[config.mk]
export PLATFORM = sky130hd
export DESIGN_NAME = column_multisrc_l1route_pipe
export DESIGN_NICKNAME = d
export VERILOG_FILES = /design/src/rtl/column_multisrc_l1route_pipe.sv
export SDC_FILE = /design/constraint.sdc
export NUM_CORES = 1
export LEC_CHECK = 0
export CAP_MARGIN = 20
export CORE_ASPECT_RATIO = 1.25
export CORE_MARGIN = 4
export CORE_UTILIZATION = 45
export CTS_CLUSTER_SIZE = 30
export DETAILED_ROUTE_END_ITERATION = 10
export PLACE_DENSITY = 0.77
export REMOVE_ABC_BUFFERS = 1
export SYNTH_ARGS = -nofsm -noshare
export SYNTH_HDL_FRONTEND = slang
export SYNTH_SLANG_ARGS = --single-unit
[constraint.sdc]
create_clock -name sys_clk -period 1.6 [get_ports sys_clk]
set_input_delay 0.32 -clock sys_clk [delete_from_list [all_inputs] [get_ports sys_clk]]
set_output_delay 0.32 -clock sys_clk [all_outputs]
set_load 0.01 [all_outputs]
[src/rtl/column_multisrc_l1route_pipe.sv]
// Column-wise first-level message router: per stride unit, pick one message source and
// left-rotate every bit-plane by that stride's shift factor, over two valid/ready register stages.
module column_multisrc_l1route_pipe #(
   parameter int QUAN_SIZE        = 4,
   parameter int STRIDE_UNIT_SIZE = 15,
   parameter int STRIDE_WIDTH     = 3,
   parameter int SRC_NUM          = 2,
   parameter int SHIFT_W          = $clog2(STRIDE_UNIT_SIZE),
   parameter int SEL_W            = $clog2(SRC_NUM),
   parameter int PLANE            = STRIDE_WIDTH*QUAN_SIZE*STRIDE_UNIT_SIZE
)(
   input  logic                            sys_clk,
   input  logic                            rstn,
   input  logic [SRC_NUM*PLANE-1:0]        in_msg_i,
   input  logic [SEL_W-1:0]                src_sel_i,
   input  logic [STRIDE_WIDTH*SHIFT_W-1:0] shift_i,
   input  logic [STRIDE_WIDTH-1:0]         stride_en_i,
   input  logic                            in_valid_i,
   output logic                            in_ready_o,
   output logic [PLANE-1:0]                out_msg_o,
   output logic                            out_valid_o,
   input  logic                            out_ready_i,
   output logic                            cfg_err_o
);

   localparam int Z = STRIDE_UNIT_SIZE;
   localparam logic [SHIFT_W:0] Z_LIM   = (SHIFT_W+1)'(STRIDE_UNIT_SIZE);
   localparam logic [SEL_W:0]   SRC_LIM = (SEL_W+1)'(SRC_NUM);

   logic                            s1_valid;
   logic [PLANE-1:0]                s1_data;
   logic [STRIDE_WIDTH*SHIFT_W-1:0] s1_shift;
   logic [STRIDE_WIDTH-1:0]         s1_zero;
   logic                            s2_valid;
   logic [PLANE-1:0]                s2_data;
   logic                            cfg_err;

   logic                    s1_adv;
   logic                    s2_adv;
   logic [PLANE-1:0]        sel_data;
   logic                    src_bad;
   logic [STRIDE_WIDTH-1:0] shift_bad;
   logic [PLANE-1:0]        rot_data;

   // Rotating the doubled word right by s gives out[l] = w[(l + s) mod Z] for any s < Z.
   function automatic logic [Z-1:0] rotl(input logic [Z-1:0] w, input logic [SHIFT_W-1:0] s);
      logic [2*Z-1:0] d;
      d = {w, w} >> s;
      return d[Z-1:0];
   endfunction

   assign s2_adv      = !s2_valid || out_ready_i;
   assign s1_adv      = !s1_valid || s2_adv;
   assign in_ready_o  = s1_adv;
   assign out_msg_o   = s2_data;
   assign out_valid_o = s2_valid;
   assign cfg_err_o   = cfg_err;

   always_comb begin
      sel_data = '0;
      for (int s = 0; s < SRC_NUM; s++) begin
         if (src_sel_i == SEL_W'(s)) begin
            sel_data = in_msg_i[s*PLANE +: PLANE];
         end
      end
      src_bad = ({1'b0, src_sel_i} >= SRC_LIM);
      for (int u = 0; u < STRIDE_WIDTH; u++) begin
         shift_bad[u] = ({1'b0, shift_i[u*SHIFT_W +: SHIFT_W]} >= Z_LIM);
      end
   end

   always_comb begin
      rot_data = '0;
      for (int u = 0; u < STRIDE_WIDTH; u++) begin
         for (int q = 0; q < QUAN_SIZE; q++) begin
            if (!s1_zero[u]) begin
               rot_data[(u*QUAN_SIZE+q)*Z +: Z] =
                  rotl(s1_data[(u*QUAN_SIZE+q)*Z +: Z], s1_shift[u*SHIFT_W +: SHIFT_W]);
            end
         end
      end
   end

   // Stage 2 drains or refills whenever it is empty or downstream takes its beat; stage 1
   // follows whenever it can hand its beat on, so both stages can move in the same cycle.
   always_ff @(posedge sys_clk) begin
      if (!rstn) begin
         s1_valid <= 1'b0;
         s1_data  <= '0;
         s1_shift <= '0;
         s1_zero  <= '0;
         s2_valid <= 1'b0;
         s2_data  <= '0;
         cfg_err  <= 1'b0;
      end else begin
         if (s2_adv) begin
            s2_valid <= s1_valid;
            if (s1_valid) begin
               s2_data <= rot_data;
            end
         end
         if (s1_adv) begin
            s1_valid <= in_valid_i;
            if (in_valid_i) begin
               s1_data  <= src_bad ? '0 : sel_data;
               s1_shift <= shift_i;
               s1_zero  <= shift_bad | ~stride_en_i;
               if (src_bad || (|shift_bad)) begin
                  cfg_err <= 1'b1;
               end
            end
         end
      end
   end

endmodule

==> impl_metrics.yaml <==
outcome:
  status: "finished, violations left"
  violations: "negative setup slack"
synth:
  syn_area_um2: 22040
  synth_compound_area_share_pct: 16.03
  synth_top_family_by_area: "multiplexers"
  yosys.area_share.simple_pct: 7.089
  ys_seq_elements: 378
  synth_cell_type_count: 25
  synth-warning-count: 0
  synthMuxAreaShare_pct: 36.64
  synthAdderAreaFrac_pct: 0
  avgSynthCellArea_um2: 11.51
  ys_seq_area_share_pct: 34.33
  synth_xor_area_share_pct: 0
  synth_edf_count: 0
  synth_cells: 1916
  async_flop_share_pct: 0
  synth_ff_type: "dfxtp_1"
sta:
  max_freq_ghz: 0.5341
  period_share_pct: 117.0
  finalSetupViolCount: 237
  fin_ws_ns: -0.2723
  fin_crit_ns: 1.872
  worstMarginPinSlew_ns: 0.6535
  hold_violations: 0
  maxSlewViolCount: 0
  relSlewSlack_pct: 56.43
  fin_worst_skew_ns: 0.009694
  rsz0062_at_grt: "yes"
global_route:
  grt_pass1_vias: 19518
  antenna_found_initial: 4
  grt_max_degree: 68
  grt_usage_pct: 26.47
  grt-ovfl-total: 0
  grt_pass1_wl_um: 111900
final_layout:
  fin_util_pct: 67.14
  fillers: 3473
  layout-drive-gt1-share_pct: 28.55
  nets: 2896
  area_growth_pct: 47.48
worst_setup_path:
  criticalPathCategory: "register to register"
  crit_start: "s1_shift[5]"
  end_kind: "register"
  cp_max_fo: 7
  cp_data_arrival_time_ns: 2.29
  required_ns: 2.02
  r2r-start: "s1_shift[5]"
  cp-start-kind: "register"
floorplanning:
  core_area_um2: 48420
  die_w_um: 206.0
  start_util_pct: 45.53
  die_h_um: 255.5
  num_rows: 90
  die_area_um2: 52620
  boundaryPins: 563
power:
  p_total_mw: 27.97
  power.leakage_nw: 14.01
  p_per_area_nw_per_um2: 860.2
  vdd_drop_max_mv: 0.6759
detailed_routing:
  wl_um: 78510
  antenna_left: 0
  wire_per_inst_um: 24.60
  drc: 0
  vias_per_cell: 6.151
  num_vias: 19627
  drtPass1Iterations: 5
  drtIter0Drc: 1458
cts:
  cts_tree: "built"
  htree_levels: 2
  ctsRootBufferMaster: "clkbuf_16"
  clk_pin_slew_ns: 0.06
  numCtsBuffers: 40
  cts.sink_count: 378
  clk_latency_ns: 0.55
  clockBufferDepth: 3
placement:
  gp_congestion: 0.8743
  numPortBuffers: 562
  hpwl_um: 53340
job:
  cap_viol_max_count: 0
min_path:
  hold_start: "rstn"
  hold_class: "input pin to register"
-- path summary, 6_finish.rpt --
kind | end | slack, ns | cells past startpoint
max reg2reg | out_msg_o[110] | -0.27 | 6
max | out_msg_o[110] | -0.27 | 6
min | s1_data[106] | 0.07 | 2
min reg2reg | out_msg_o[33] | 0.46 | 2
-- per-stage QoR --
step	hold WS, ns	setup WS [ns]	area [um2]	setup TNS [ns]	std cells
floorplan	0.4375	-8.716	20760	-2679.33	1706
global placement	0.4434	-0.4987	28880	-143.17	3052
detailed placement	0.4462	-0.5429	28880	-149.35	3052
CTS	0.04059	-0.2354	30990	-27.16	3166
global route	0.05323	-0.3522	32510	-42.84	3191
finish	0.06794	-0.2723	32510	-27.95	3191
-- cell families after synthesis --
family | Yosys count
buf+inv | 215
flops | 378
mux | 540
simple gates | 403
compound gates | 380
-- cell usage in the layout (no fill, tap or decap), types with 3 or more instances in the layout --
| cell | n |
|---|---|
| nand4b_1 | 3 |
| nand2b_2 | 3 |
| clkdlybuf4s15_2 | 3 |
| o221ai_1 | 129 |
| dfxtp_1 | 361 |
| nand2_2 | 17 |
| clkinv_2 | 8 |
| clkdlybuf4s15_1 | 9 |
| nand2_1 | 366 |
| clkinvlp_4 | 6 |
| clkbuf_16 | 59 |
| o211a_1 | 183 |
| buf_4 | 92 |
| or2_2 | 3 |
| mux2i_2 | 109 |
| buf_16 | 10 |
| mux4_4 | 3 |
| mux2i_1 | 195 |
| buf_6 | 20 |
| nand4_1 | 3 |
| a21boi_0 | 10 |
| inv_1 | 5 |
| buf_12 | 56 |
| clkbuf_8 | 8 |
| dlygate4sd2_1 | 168 |
| clkdlybuf4s50_1 | 377 |
| bufinv_16 | 7 |
| dfxtp_2 | 9 |
| mux2i_4 | 56 |
| dfxtp_4 | 8 |
| buf_8 | 13 |
| mux4_2 | 175 |
| o221ai_2 | 51 |
-- registers in the layout (all words and copies together) (netlist names) --
signal	count
cfg_err_o	1
out_msg_o	180
out_valid_o	1
s1_data	180
s1_shift	12
s1_valid	1
s1_zero	3
-- cells in the mapped netlist (4+ instances only) --
master    instances  area [um2]
clkbuf_1         57       214.0
buf_6            40       450.4
o211a_1         183        1832
a21boi_0         15       112.6
inv_1             5       18.77
buf_4            26       195.2
o221ai_1        180        1577
mux4_2           67        1509
buf_1             9       33.78
mux4_1          110        2890
buf_2            75       375.4
dfxtp_1         378        7567
mux2i_1         360        3603
nand2_1         385        1445
nand2b_1          4       25.02
-- layer usage --
| metal | GRT usage, % | vias to the layer above | part of all wire [%] |
|---|---|---|---|
| met5 | 0 | - | 0.042 |
| met4 | 11.00 | 6 | 4.9 |
| met3 | 4.503 | 200 | 7.3 |
| met2 | 46.95 | 1010 | 52 |
| met1 | 31.50 | 9685 | 36 |
| li1 | - | 8726 | - |
-- worst max-delay path: stages, from the launching register on --
cell      delay [ns]
dfxtp_4         0.39
buf_4           0.13
buf_8           0.12
buf_4           0.11
mux4_2          0.54
mux2i_1         0.30
o221ai_1        0.15
-- timing repair --
item | in CTS | in global routing
gates resized for setup | 443 | 250
pin swaps | 83 | 51
buffers inserted | 26 | 11
hold buffers | 0 | 0
endpoints found under the setup margin | 364 | 225
gates cloned | 16 | 20
-- report_power, final --
part           leakage, nW  switching (mW)  internal, mW  total [mW]
Combinational         10.2            3.13          3.85        6.98
Sequential            3.11           0.691          9.99        10.7
Clock                0.707            4.02          6.29        10.3
-- area by class of cell --
| class | instances | area (um2) | area share [%] |
|---|---|---|---|
| flip-flops and latches | 378 | 7609 | 23.40 |
| well taps | 644 | 805.8 | 2.478 |
| repair buffers | 767 | 8312 | 25.57 |
| multi-input cells | 1324 | 14300 | 44.00 |
| diodes | 1 | 2.502 | 0.007697 |
| inverters | 5 | 18.77 | 0.05773 |
| clock buffers | 51 | 1165 | 3.583 |
| clock inverters | 21 | 295.3 | 0.9083 |
Power figures use the tool's default switching activity.
